File: src/rtl/nand_cpu_pkg.sv
`default_nettype none
// ============================================================================
// Module : nand_cpu_pkg
// Brief  : Shared writeback types and widths for the NAND CPU datapath.
// Rev    : 1.0  initial release
// ============================================================================
package nand_cpu_pkg;

    localparam int REG_ADDR_W = 4;
    localparam int REG_DATA_W = 16;

    typedef struct packed {
        logic                  reg_write;
        logic [REG_ADDR_W-1:0] reg_addr;
        logic [REG_DATA_W-1:0] reg_data;
        logic                  ps_write;
        logic                  ps_data;
    } wb_entry_t;

endpackage
`default_nettype wire

File: src/rtl/wb_fifo.sv
`default_nettype none
// ============================================================================
// Module : wb_fifo
// Brief  : Circular buffer of writeback entries, sync write / async read head.
// Rev    : 1.0  initial release
// ============================================================================
module wb_fifo
    import nand_cpu_pkg::*;
#(
    parameter  int DEPTH = 4,
    localparam int CNT_W = $clog2(DEPTH) + 1
) (
    input  logic             clk,
    input  logic             rst,
    input  logic             push_i,
    input  wb_entry_t        data_i,
    input  logic             pop_i,
    output wb_entry_t        head_o,
    output logic             full_o,
    output logic             empty_o,
    output logic [CNT_W-1:0] count_o
);

    localparam int PTR_W = $clog2(DEPTH);

    wb_entry_t        storage_q [DEPTH];
    logic [PTR_W-1:0] wr_ptr_q;
    logic [PTR_W-1:0] rd_ptr_q;
    logic [CNT_W-1:0] count_q;
    logic             w_do_push;
    logic             w_do_pop;

    assign w_do_push = push_i & ~full_o;
    assign w_do_pop  = pop_i & ~empty_o;

    // Pointers wrap for free because DEPTH is a power of two.
    always_ff @(posedge clk or posedge rst) begin
        if (rst) begin
            wr_ptr_q <= '0;
            rd_ptr_q <= '0;
            count_q  <= '0;
        end else begin
            if (w_do_push) wr_ptr_q <= wr_ptr_q + 1'b1;
            if (w_do_pop)  rd_ptr_q <= rd_ptr_q + 1'b1;
            case ({w_do_push, w_do_pop})
                2'b10:   count_q <= count_q + 1'b1;
                2'b01:   count_q <= count_q - 1'b1;
                default: count_q <= count_q;
            endcase
        end
    end

    always_ff @(posedge clk) begin
        if (w_do_push) storage_q[wr_ptr_q] <= data_i;
    end

    assign head_o  = storage_q[rd_ptr_q];
    assign full_o  = (count_q == CNT_W'(DEPTH));
    assign empty_o = (count_q == '0);
    assign count_o = count_q;

endmodule
`default_nettype wire

File: src/rtl/wb_arbiter.sv
`default_nettype none
// ============================================================================
// Module : wb_arbiter
// Brief  : Shares the writeback port between buffered ALU results and loads.
// Rev    : 1.0  initial release
// ============================================================================
module wb_arbiter
    import nand_cpu_pkg::*;
#(
    parameter  int DEPTH      = 4,
    parameter  int MAX_STREAK = 3,
    localparam int CNT_W      = $clog2(DEPTH) + 1
) (
    input  logic                  clk,
    input  logic                  rst,
    input  logic                  ex_valid,
    output logic                  ex_ready,
    input  logic                  ex_reg_write,
    input  logic [REG_ADDR_W-1:0] ex_reg_addr,
    input  logic [REG_DATA_W-1:0] ex_reg_data,
    input  logic                  ex_ps_write,
    input  logic                  ex_ps_data,
    input  logic                  mem_valid,
    output logic                  mem_ready,
    input  logic [REG_ADDR_W-1:0] mem_reg_addr,
    input  logic [REG_DATA_W-1:0] mem_reg_data,
    output logic                  wb_reg_write,
    output logic [REG_ADDR_W-1:0] wb_reg_addr,
    output logic [REG_DATA_W-1:0] wb_reg_data,
    output logic                  wb_ps_write,
    output logic                  wb_ps_data,
    output logic [CNT_W-1:0]      ex_count
);

    localparam int                    STREAK_W   = $clog2(MAX_STREAK + 1);
    localparam logic [STREAK_W-1:0]   STREAK_MAX = STREAK_W'(MAX_STREAK);

    wb_entry_t           w_ex_entry;
    wb_entry_t           w_head;
    wb_entry_t           wb_d;
    wb_entry_t           wb_q;
    logic                w_full;
    logic                w_empty;
    logic                w_push;
    logic                w_force_ex;
    logic                w_grant_mem;
    logic                w_grant_ex;
    logic [STREAK_W-1:0] streak_q;
    logic [STREAK_W-1:0] streak_d;

    assign w_ex_entry = '{reg_write: ex_reg_write, reg_addr: ex_reg_addr,
                          reg_data: ex_reg_data, ps_write: ex_ps_write,
                          ps_data: ex_ps_data};

    // Results that write nothing are acknowledged but never occupy a slot.
    assign ex_ready = ~w_full;
    assign w_push   = ex_valid & ex_ready & (ex_reg_write | ex_ps_write);

    wb_fifo #(.DEPTH(DEPTH)) u_fifo (
        .clk     (clk),
        .rst     (rst),
        .push_i  (w_push),
        .data_i  (w_ex_entry),
        .pop_i   (w_grant_ex),
        .head_o  (w_head),
        .full_o  (w_full),
        .empty_o (w_empty),
        .count_o (ex_count)
    );

    assign w_force_ex  = ~w_empty & (streak_q == STREAK_MAX);
    assign mem_ready   = ~w_force_ex;
    assign w_grant_mem = mem_valid & mem_ready;
    assign w_grant_ex  = ~w_empty & ~w_grant_mem;

    always_comb begin
        streak_d = streak_q;
        if (w_grant_ex || w_empty) begin
            streak_d = '0;
        end else if (w_grant_mem && (streak_q != STREAK_MAX)) begin
            streak_d = streak_q + 1'b1;
        end
    end

    always_comb begin
        wb_d = '0;
        if (w_grant_mem) begin
            wb_d.reg_write = 1'b1;
            wb_d.reg_addr  = mem_reg_addr;
            wb_d.reg_data  = mem_reg_data;
        end else if (w_grant_ex) begin
            wb_d = w_head;
        end
    end

    always_ff @(posedge clk or posedge rst) begin
        if (rst) begin
            streak_q <= '0;
            wb_q     <= '0;
        end else begin
            streak_q <= streak_d;
            wb_q     <= wb_d;
        end
    end

    assign wb_reg_write = wb_q.reg_write;
    assign wb_reg_addr  = wb_q.reg_addr;
    assign wb_reg_data  = wb_q.reg_data;
    assign wb_ps_write  = wb_q.ps_write;
    assign wb_ps_data   = wb_q.ps_data;

endmodule
`default_nettype wire

File: config.mk
export PLATFORM = sky130hd
export DESIGN_NAME = wb_arbiter
export DESIGN_NICKNAME = d
export VERILOG_FILES = /design/src/rtl/nand_cpu_pkg.sv /design/src/rtl/wb_fifo.sv /design/src/rtl/wb_arbiter.sv
export SDC_FILE = /design/constraint.sdc
export NUM_CORES = 1
export LEC_CHECK = 0
export ABC_AREA = 1
export BUFFER_PORTS_ARGS = -buffer_cell sky130_fd_sc_hd__buf_2
export CORE_UTILIZATION = 59
export CTS_BUF_LIST = sky130_fd_sc_hd__clkbuf_4
export DETAILED_ROUTE_END_ITERATION = 8
export MAX_ROUTING_LAYER = met4
export PLACE_DENSITY = 0.94
export SLEW_MARGIN = 20
export SYNTH_ARGS = -nofsm -noshare
export SYNTH_HDL_FRONTEND = slang
export SYNTH_SLANG_ARGS = --single-unit
File: constraint.sdc
create_clock -name clk -period 2.3 [get_ports clk]
set_input_delay 0.46 -clock clk [delete_from_list [all_inputs] [get_ports clk]]
set_output_delay 0.46 -clock clk [all_outputs]
set_load 0.005 [all_outputs]
After elaboration in Yosys (flattened, before gate mapping)
Memories as Yosys holds them, arrays and structs flattened. Index checks and enable logic that the tools add are counted.

Register bits: 32. Latch bits: 0. Bits in writable memories: 92. Memory bits (read-only): 0. Input bits: 47. Memories kept: 1.

Add/subtract/negate cells: 5. Multiply operators: 0. Divide/modulo/power cells: 0. Magnitude comparators: 0. Equal/unequal tests: 5. Shift-type cells: 0. Mux-type cells: 8. Bitwise logic cells: 12. Reduce and logical (&&, ||, !) cells: 5.

Memory list: u_fifo.storage_q (depth 4, width 23, rd ports 1, clocked after memory_dff 0, write ports 1, RTL line wb_fifo.sv:26) `wb_entry_t storage_q [DEPTH];`.

Operator list (count): $mux W23 (1); $mux W21 (1); $and A1 B1 Y1 (7); $add A2 B1 Y2 const B (3); $mux W2 (3); $pmux W3 S2 (1); $eq A2 B2 Y1 const B (2); $not A1 Y1 (4); $reduce_bool A2 Y1 (2); $add A3 B1 Y3 const B (1); $eq A3 B3 Y1 const B (1); $logic_not A3 Y1 (1); $sub A3 B1 Y3 const B (1); $eq A2 B1 Y1 const B (1); $mux W1 (2); $ne A2 B2 Y1 const B (1); $logic_and A1 B1 Y1 (1); $logic_or A1 B1 Y1 (1); $or A1 B1 Y1 (1).

Depth between registers and ports, before layout
Gate-level depths: netlist of the first run.

Depth after elaboration: 10. Gate-level depth with buffers: 12.

Modules after synthesis
Synthesis of the first run repeated with hierarchy kept, for this count alone.

Cell total of the unflattened synthesis: 443. Area total of the unflattened synthesis: 5136.2 um^2.

By module, submodules not included: wb_fifo (instances 1, cells each 331, area each 4130.2 um^2, sequential area each 2937.8 um^2); wb_arbiter (instances 1, cells each 112, area each 1006.0 um^2, sequential area each 625.6 um^2).

Worst setup path after synthesis of the first run
OpenSTA, ideal clock, no wires.

Path kind: register to register. Start: register u_fifo.count_q[0], in the netlist u_fifo.count_o[0]. End: memory u_fifo.storage_q[0][0] (netlist bit), enable pin. Library setup time: 403 ps. Data arrival time: 1760 ps. Data required time: 1897 ps. Path slack: 137 ps. Cell stages (with the launch flop): 5. Buffers on the path: 0. Clock period less this slack: 2163 ps. Cells stage by stage: dfrtp_1 nor2_4 nand2_1 nand2_1 nor2_1.

Longest elaborated chain between the ends: 7.

Ends and longest elaborated chain: start, declared (RTL line wb_fifo.sv:29) `logic [CNT_W-1:0] count_q;`; start signal, assigned (RTL line wb_fifo.sv:46) `2'b10: count_q <= count_q + 1'b1;`; start signal, assigned (RTL line wb_fifo.sv:47) `2'b01: count_q <= count_q - 1'b1;`; start signal, assigned (RTL line wb_fifo.sv:48) `default: count_q <= count_q;`; $eq A3 B3 Y1 * (RTL line wb_fifo.sv:58) `assign full_o = (count_q == CNT_W'(DEPTH));`; $not A1 Y1 * (RTL line wb_arbiter.sv:56) `assign ex_ready = ~w_full;`; named net ex_ready (RTL line wb_arbiter.sv:17) `output logic ex_ready,`; $and A1 B1 Y1 (2 in series) (RTL line wb_arbiter.sv:57) `assign w_push = ex_valid & ex_ready & (ex_reg_write | ex_ps_write);`; $and A1 B1 Y1 * (RTL line wb_fifo.sv:33) `assign w_do_push = push_i & ~full_o;`; $mux W1 * (RTL line wb_fifo.sv:54) `if (w_do_push) storage_q[wr_ptr_q] <= data_i;`; $mux W1 (not written as such) * (RTL line wb_fifo.sv:54); end, declared (RTL line wb_fifo.sv:26).

Mark *: on every way through the listed nets, which the timed path passes. The rest lies on a longest branch.

Final worst setup path of the first run
Start: register u_fifo.count_q[0], in the netlist u_fifo.count_o[0]. End: output port mem_ready.

Longest elaborated chain between the ends: 4.

Ends and longest elaborated chain: $logic_not A3 Y1 (RTL line wb_fifo.sv:59) `assign empty_o = (count_q == '0);`; $not A1 Y1 (RTL line wb_arbiter.sv:71) `assign w_force_ex = ~w_empty & (streak_q == STREAK_MAX);`; $and A1 B1 Y1 (RTL line wb_arbiter.sv:71); $not A1 Y1 (RTL line wb_arbiter.sv:72) `assign mem_ready = ~w_force_ex;`; end, declared (RTL line wb_arbiter.sv:24) `output logic mem_ready,`.

No other way between the ends.

==> flow_metrics.tcl, run 1 <==
set metrics [dict create \
    worst-setup-path-type "flip-flop to output pin" \
    fin_nets 648 \
    fin_tns_setup_ns 0 \
    drive_above_1_share_pct 21.3 \
    hold_buffers 1 \
    rsz0062_at_grt "false" \
    relSlewSlack_pct 66.4 \
    path_clk_slew_ns 0.12 \
    yosysSeqAreaShare_pct 67.7 \
    holdCritPathClass "input port to flip-flop" \
    syn_avg_cell_area_sq_um 10.3 \
    dpl.cell_count 682 \
    fin_crit_sh_pct 91.3 \
    clkPwrFrac_pct 22.4 \
    die_w_um 96.4 \
    p_seq_share_pct 44.2 \
    rr_worst_depth 7 \
    routed_wl_mm 11.0 \
    drtPass1Iterations 6 \
    root_buffer "clkbuf_4" \
    grt_pass1_wl_mm 17.2 \
    worstPathArrival_ns 1.64 \
    p_int_uw 4470 \
    r2r_start "streak_q[0]" \
    gp_congestion 0.778 \
    tightest_slew_ns 0.503 \
    grt.overflow.total 0 \
    post_cts_buffers 0 \
    peakVddDrop_uv 572 \
    drtAntennaViolNets 0 \
    hold_viol 0 \
    maxSlewViolCount 0 \
    drc_errors 0 \
    yosys_warnings 0 \
    cts.sinks 124 \
    io_buffers 74 \
    outcome "complete, no violations" \
    post-place-ws_ns 0.339 \
    fmax_mhz 476 \
    instances_no_fill 715 \
    r2r_slack_ns 0.40 \
    rows 34 \
    fin_util_pct 70.0 \
    syn-num-nets 563 \
    grt_pass1_vias 3700 \
    skew_ns 0.0229 \
    cts_tree "yes" \
    cts_buffers 17 \
    netlist_area_sq_mm 0.00526 \
    max-cap-violations 0 \
    power_switching_uw 2520 \
    ys_types 25 \
    area_growth_pct 15.4 \
    dp_hpwl_mm 6.87 \
    powerDensity_mw_per_mm2 1150 \
    critPathCaptureType "output pin" \
    setup_viol 0 \
    die_area_sq_mm 0.00930 \
    drt_iter0_markers 293 \
    wire_per_inst_um 15.4 \
    die_h_um 96.4 \
    initial_utilization_pct 60.6 \
    ios 75 \
    required_ns 1.84 \
    p_comb_share_pct 33.3 \
    ys_ff_latch 124 \
    whs_ns 0.141 \
    leakage_uw 0.00295 \
    diodes 0 \
    critPathMaxFanout 15 \
    post_cts_resized 0 \
    grtUsageTotal_pct 26.6 \
    min_period_ns 2.10 \
    synth_cells 509 \
    crit_path_end "mem_ready" \
    worst_slack_ns 0.200 \
    sw_frac_of_total_pct 36.1 \
    clockBufferDepth 2 \
    startpoint_type "flip-flop" \
    insertion_delay_ns 0.53 \
    antenna_found_initial 0 \
    viasPerCell 5.30 \
    num_vias 3792 \
    timing.rr.end "u_fifo.count_o[1]" \
    htree_levels 4 \
    grt_max_degree 49 \
    cp-startpoint "u_fifo.count_o[0]" \
    core-area_sq_mm 0.00868 \
]
[flip-flops by register name, summed over array words and instances (netlist names)]
signal,cells
wb_reg_write,1
u_fifo.rd_ptr_q,2
wb_reg_data,16
wb_reg_addr,4
wb_ps_data,1
u_fifo.count_o,3
streak_q,2
u_fifo.wr_ptr_q,2
u_fifo.storage_q,92
wb_ps_write,1
[layout make-up]
| class | instances | area, sq um |
|---|---|---|
| Timing Repair Buffer | 87 | 483 |
| Multi-Input combinational cell | 267 | 1220 |
| Sequential cell | 124 | 3560 |
| Tap cell | 108 | 135 |
| Fill cell | 570 | 2610 |
| Inverter | 97 | 364 |
| Clock inverter | 15 | 174 |
| Clock buffer | 17 | 128 |
[per-stage QoR]
| step | area [sq um] | power, uW |
|---|---|---|
| global route | 6070 | 7450 |
| global placement | 5760 | 5290 |
| CTS | 6070 | 6990 |
| detailed placement | 5760 | 5420 |
| floorplan | 5260 | 4690 |
| finish | 6070 | 6990 |
[Yosys cell counts, drive strengths merged]
library cell  instances  area (sq um)
edfxtp               92          2760
xnor2                 2          17.5
buf                  17           103
fa                    1          20.0
nand3                66           330
ha                    6          75.1
o21ai                 3          26.3
clkbuf                4          15.0
dfrtp                32           801
xor2                  1          8.76
nor2                  7          33.8
nand3b                1          7.51
nand2               176           671
a21oi                 2          10.0
o21a                  1          7.51
inv                  97           364
o211ai                1          7.51
[worst max-delay path: stages, from the launching register on]
cell,delay [ns]
dfrtp_1,0.47
nor2_4,0.13
nand2_4,0.08
nand2_2,0.25
buf_2,0.18
[power groups by stage]
stage	Combinational [uW]	Sequential, uW	Clock (uW)
global route	2630	3150	1670
floorplan	1540	3150	0
detailed placement	2290	3140	0
finish	2330	3090	1570
global placement	2180	3110	0
CTS	2320	3090	1580
[metal layers]
metal	wire length, um	share of wire, %	global-route usage (%)	vias to the layer above
met5	0	0	-	-
met3	938	8.5	5.87	53
li1	-	-	-	1769
met4	457	4.1	12.7	0
met2	5570	51	44.3	218
met1	4060	37	30.7	1752
[worst min path at each step]
stage / from / endpoint / slack, ns / cells past startpoint
after floorplan: streak_q[0] / streak_q[0] / 0.41 / 1
after detailed placement: streak_q[0] / streak_q[0] / 0.44 / 1
after global routing: ex_reg_data[2] / u_fifo.storage_q[2][4] / 0.13 / 1
after global placement: streak_q[0] / streak_q[0] / 0.42 / 1
after CTS: ex_reg_data[2] / u_fifo.storage_q[2][4] / 0.13 / 1
final: ex_reg_data[2] / u_fifo.storage_q[2][4] / 0.14 / 1
[cells by family (layout without fill, tap and decap cells)]
| logic type | Yosys count | count (layout) | share of synthesized area (%) |
|---|---|---|---|
| simple gates | 250 | 250 | 19.8 |
| xor+xnor | 3 | 3 | 0.500 |
| flops | 124 | 124 | 67.7 |
| compound gates | 7 | 7 | 0.975 |
| buf+inv | 118 | 216 | 9.16 |
| fa+ha+maj | 7 | 7 | 1.81 |
[cell usage in the layout, fill, tap and decap left out, types with 3 or more instances in the layout]
cell	n
clkbuf_4	17
nor2_2	4
bufinv_16	3
inv_2	5
clkinv_4	4
nand2_1	174
buf_2	74
edfxtp_1	92
inv_1	92
dfrtp_1	32
nand3_1	66
buf_4	11
clkinvlp_4	3
ha_1	6
Note: power is estimated with default switching activity, not from simulation.
==> run 2: changes to the inputs <==
--- a/config.mk
+++ b/config.mk
@@ -7,11 +7,13 @@
 export LEC_CHECK = 0
 export ABC_AREA = 1
 export BUFFER_PORTS_ARGS = -buffer_cell sky130_fd_sc_hd__buf_2
+export CORE_ASPECT_RATIO = 1.1
 export CORE_UTILIZATION = 59
 export CTS_BUF_LIST = sky130_fd_sc_hd__clkbuf_4
 export DETAILED_ROUTE_END_ITERATION = 8
 export MAX_ROUTING_LAYER = met4
 export PLACE_DENSITY = 0.94
+export RECOVER_POWER = 100
 export SLEW_MARGIN = 20
 export SYNTH_ARGS = -nofsm -noshare
 export SYNTH_HDL_FRONTEND = slang
==> flow_metrics.tcl, run 2 (synthesis results as in run 1) <==
set metrics [dict create \
    r2r_slack_ns 0.27 \
    viasPerCell 5.45 \
    outcome "complete, but fails checks" \
    hold_path.startpoint "mem_reg_data[8]" \
    hold_buffers 0 \
    startpoint_type "flip-flop" \
    holdCritPathClass "input port to flip-flop" \
    wire_per_inst_um 16.6 \
    fmax_mhz 482 \
    final_cell_mix "174 x nand2_1, 93 x inv_1, 92 x edfxtp_1, 66 x nand3_1, 40 x clkbuf_1" \
    die_area_sq_mm 0.00930 \
    required_ns 1.84 \
    relSlewSlack_pct -26.1 \
    initial_utilization_pct 61.9 \
    gp_congestion 0.808 \
    rsz0062_at_grt "false" \
    antenna_found_initial 0 \
    min_path_cells 3 \
    die_w_um 92.0 \
    powerDensity_mw_per_mm2 1130 \
    drtAntennaViolNets 0 \
    cts_tree "yes" \
    routed_wl_mm 11.9 \
    insertion_delay_ns 0.50 \
    critPathCaptureType "output pin" \
    peakVddDrop_uv 451 \
    largest_reg_flops 92 \
    fin_tns_setup_ns 0 \
    diodes 0 \
    worst_slack_ns 0.225 \
    clockBufferDepth 2 \
    fin_crit_sh_pct 90.2 \
    whs_endpoint "wb_reg_data[8]" \
    htree_levels 4 \
    grtUsageTotal_pct 27.7 \
    timing.rr.end "u_fifo.count_o[2]" \
    ios 75 \
    drt_iter0_markers 435 \
    rr_worst_depth 9 \
    core-area_sq_mm 0.00850 \
    post_cts_buffers 0 \
    rows 35 \
    path_clk_slew_ns 0.11 \
    grt_max_degree 49 \
    cts_buffers 17 \
    critPathMaxFanout 9 \
    fillCellCount 563 \
    setup_viol 0 \
    root_buffer "clkbuf_4" \
    violations "max-capacitance violations, max-slew violations" \
    grt_pass1_vias 4044 \
    drive_above_1_share_pct 13.2 \
    post_cts_resized 0 \
    fin_nets 646 \
    dp_hpwl_mm 6.93 \
    mostFrequentLayoutCell "nand2_1" \
    whs_ns 0.194 \
    grt_pass1_wl_mm 18.4 \
    worst-setup-path-type "flip-flop to output pin" \
    post-place-ws_ns 0.351 \
    worstPathArrival_ns 1.62 \
    die_h_um 101 \
    grt.overflow.total 0 \
    drc_errors 0 \
    area_growth_pct 12.3 \
    min_period_ns 2.08 \
    r2r_start "u_fifo.count_o[0]" \
    drtPass1Iterations 6 \
    leakage_uw 0.00279 \
    skew_ns 0.0225 \
    cts.sinks 124 \
    hold_viol 0 \
    io_buffers 74 \
    maxSlewViolCount 33 \
    tightest_slew_ns 1.89 \
    num_vias 3900 \
    regMostFlops "u_fifo.storage_q" \
    max-cap-violations 1 \
]
[run 2: cell count changes in the layout (fill, tap and decap cells not counted), moves of 2 or more]
cell,previous run,this run
nor2_1,2,7
clkbuf_1,0,40
buf_4,11,4
clkbuf_4,17,19
buf_2,74,35
clkinvlp_4,3,6
clkinv_1,2,4
nor2_2,4,0
bufinv_16,3,1
clkinv_4,4,1
clkbuf_2,0,6
[run 2: through the flow]
step                      std cells  total power [uW]  utilization (%)  area [sq um]
final                           716              6690             69.5          5910
after global routing            716              7050             69.5          5910
after CTS                       716              6730             70.5          5990
after detailed placement        684              5390             67.6          5740
after global placement          684              5220             67.6          5740
after floorplan                 509              4690                -          5260
[run 2: metal layers]
metal / track usage [%] / vias to the layer above / routed length, um
li1: - / 1767 / -
met1: 30.7 / 1816 / 4160
met2: 44.9 / 259 / 6070
met3: 6.49 / 58 / 1110
met4: 19.0 / 0 / 508
met5: - / - / 0
[run 2: how the worst max path moves through the flow]
stage | start | end | slack, ns | cells past startpoint
floorplan | u_fifo.count_o[0] | u_fifo.storage_q[0][0] | 0.14 | 4
global placement | ex_ps_write | u_fifo.count_o[2] | 0.40 | 9
detailed placement | ex_ps_write | u_fifo.count_o[2] | 0.35 | 9
CTS | streak_q[0] | mem_ready | 0.26 | 3
global route | u_fifo.count_o[1] | u_fifo.count_o[2] | 0.11 | 10
finish | u_fifo.count_o[0] | mem_ready | 0.22 | 4
[run 2: worst max-delay path, stage by stage (launching register included)]
cell and delay, ns:
dfrtp_1 0.43, nor2_1 0.22, nand2_4 0.12, nand2_2 0.20
clkbuf_1 0.15
[run 2: power breakdown]
group,internal [uW],leakage (uW),total [uW],switching [uW]
combinational,712,0.00144,2280,1570
sequential,2930,0.00123,3100,172
clock,542,0.000117,1310,770
total,4180,0.00279,6690,2510
[run 2: area by class of cell]
cell class	count	area [sq um]	share of cell area [%]
multi-input combinational	267	1210	20.4
tap	111	139	2.35
clock inverter	13	104	1.76
timing repair buffer	85	385	6.53
inverter	97	364	6.17
clock buffer	19	143	2.42
sequential	124	3560	60.3
==> run 3: changes to the inputs <==
--- a/config.mk
+++ b/config.mk
@@ -7,12 +7,11 @@
 export LEC_CHECK = 0
 export ABC_AREA = 1
 export BUFFER_PORTS_ARGS = -buffer_cell sky130_fd_sc_hd__buf_2
-export CORE_ASPECT_RATIO = 1.1
-export CORE_UTILIZATION = 59
+export CORE_UTILIZATION = 44
 export CTS_BUF_LIST = sky130_fd_sc_hd__clkbuf_4
 export DETAILED_ROUTE_END_ITERATION = 8
 export MAX_ROUTING_LAYER = met4
-export PLACE_DENSITY = 0.94
+export PLACE_DENSITY = 0.76
 export RECOVER_POWER = 100
 export SLEW_MARGIN = 20
 export SYNTH_ARGS = -nofsm -noshare
==> flow_metrics.tcl, run 3 (synthesis results as in run 1) <==
set metrics [dict create \
    drtAntennaViolNets 0 \
    fin_crit_sh_pct 89.8 \
    grtUsageTotal_pct 19.7 \
    drt_iter0_markers 234 \
    peakVddDrop_uv 395 \
    root_buffer "clkbuf_4" \
    leakage_uw 0.00282 \
    timing.rr.end "u_fifo.storage_q[0][19]" \
    path_clk_slew_ns 0.11 \
    ios 75 \
    min_period_ns 2.06 \
    critPathMaxFanout 14 \
    grt_pass1_vias 3709 \
    crit_chain "nor2_4 > nand2_4 > nand2_2 > clkbuf_1" \
    whs_ns 0.176 \
    crit_family "simple AND/OR/NAND/NOR gates" \
    tightest_slew_ns 1.89 \
    violations "design-rule violations, max-capacitance violations, max-slew violations" \
    seqCellArea_sq_mm 0.00356 \
    outcome "complete, but fails checks" \
    hold_path.startpoint "mem_reg_addr[0]" \
    worstPathArrival_ns 1.60 \
    hold_buffers 0 \
    design_area_sq_mm 0.00599 \
    initial_utilization_pct 45.7 \
    gp_congestion 0.794 \
    max_stage_delay_ns 0.46 \
    worst-setup-path-type "flip-flop to output pin" \
    drtPass1Iterations 7 \
    dp_hpwl_mm 7.32 \
    startpoint_type "flip-flop" \
    r2r_start "u_fifo.count_o[1]" \
    dpl.cell_count 722 \
    routed_wl_mm 11.0 \
    fin_tns_setup_ns 0 \
    whs_endpoint "wb_reg_addr[0]" \
    drc_errors 8 \
    cp_slowest_cell "dfrtp_1" \
    antenna_found_initial 1 \
    fin_nets 652 \
    io_buffers 74 \
    die_w_um 111 \
    post_cts_buffers 0 \
    rows 39 \
    skew_ns 0.0130 \
    largest_reg_flops 92 \
    die_h_um 111 \
    fillCellCount 1046 \
    num_vias 3631 \
    r2r_slack_ns 0.26 \
    viasPerCell 4.81 \
    die_area_sq_mm 0.0124 \
    instances_no_fill 755 \
    drive_above_1_share_pct 13.1 \
    cts.sinks 124 \
    htree_levels 4 \
    cp-startpoint "u_fifo.count_o[1]" \
    rr_worst_depth 6 \
    max-cap-violations 1 \
    mostFrequentLayoutCell "nand2_1" \
    cts_tree "yes" \
    regMostFlops "u_fifo.storage_q" \
    wire_per_inst_um 14.6 \
    core-area_sq_mm 0.0115 \
    clockBufferDepth 2 \
    fmax_mhz 484 \
    holdCritPathClass "input port to flip-flop" \
    relSlewSlack_pct -26.1 \
    setup_viol 0 \
    path_buf_inv 1 \
    multi_input_area_sq_mm 0.00122 \
    cts_buffers 17 \
    place_area_sq_mm 0.00583 \
    post_cts_resized 0 \
    hold_viol 0 \
    area_growth_pct 13.9 \
    required_ns 1.84 \
    grt.overflow.total 0 \
    final_cell_mix "174 x nand2_1, 93 x inv_1, 92 x edfxtp_1, 66 x nand3_1, 45 x clkbuf_1" \
    rsz0062_at_grt "false" \
    insertion_delay_ns 0.51 \
    grt_max_degree 49 \
    powerDensity_mw_per_mm2 1120 \
    grt_pass1_wl_mm 17.8 \
    min_path_cells 3 \
    maxSlewViolCount 33 \
    critPathCaptureType "output pin" \
]
==> run 3: worst max path at each step <==
stage	end	slack, ns	cells past startpoint
6_report	mem_ready	0.24	4
5_1_grt	mem_ready	0.08	4
4_1_cts	mem_ready	0.16	4
3_5_place_dp	u_fifo.count_o[2]	0.34	9
3_3_place_gp	u_fifo.count_o[2]	0.39	9
2_1_floorplan	u_fifo.storage_q[0][0]	0.14	4
==> run 3: power by group <==
| part | leakage, uW | switching, uW | total [uW] | internal, uW |
|---|---|---|---|---|
| Combinational | 0.00145 | 1480 | 2210 | 731 |
| Sequential | 0.00123 | 169 | 3090 | 2920 |
| Clock | 0.000142 | 737 | 1390 | 653 |
==> run 3: cell type report <==
| type | instances | share of cell area [%] |
|---|---|---|
| clock buffers | 20 | 2.51 |
| clock inverters | 12 | 1.75 |
| multi-input cells | 267 | 20.3 |
| well taps | 143 | 2.99 |
| inverters | 97 | 6.08 |
| diodes | 1 | 0.0418 |
| repair buffers | 91 | 6.85 |
| flip-flops and latches | 124 | 59.5 |
==> run 3: worst reg2reg max path: cells and delay by family (launching register included) <==
family                 cells  cell delay [ns]
buffers and inverters      2             0.76
flip-flops                 1             0.46
AND/OR/NAND/NOR            4             0.45
==> run 3: metrics by stage <==
stage / setup WS (ns) / util, % / power [uW]
4_1_cts: 0.163 / 52.8 / 6840
5_1_grt: 0.0843 / 52.0 / 7180
2_1_floorplan: 0.137 / - / 4690
3_5_place_dp: 0.343 / 50.6 / 5440
3_3_place_gp: 0.388 / 50.6 / 5340
6_report: 0.235 / 52.0 / 6700
==> run 3: per-layer routing <==
| layer | GRT usage, % | part of all wire, % | vias up |
|---|---|---|---|
| li1 | - | - | 1779 |
| met1 | 22.7 | 40 | 1721 |
| met2 | 32.1 | 50 | 116 |
| met3 | 6.04 | 7.8 | 15 |
| met4 | 8.11 | 1.6 | 0 |
| met5 | - | 0 | - |
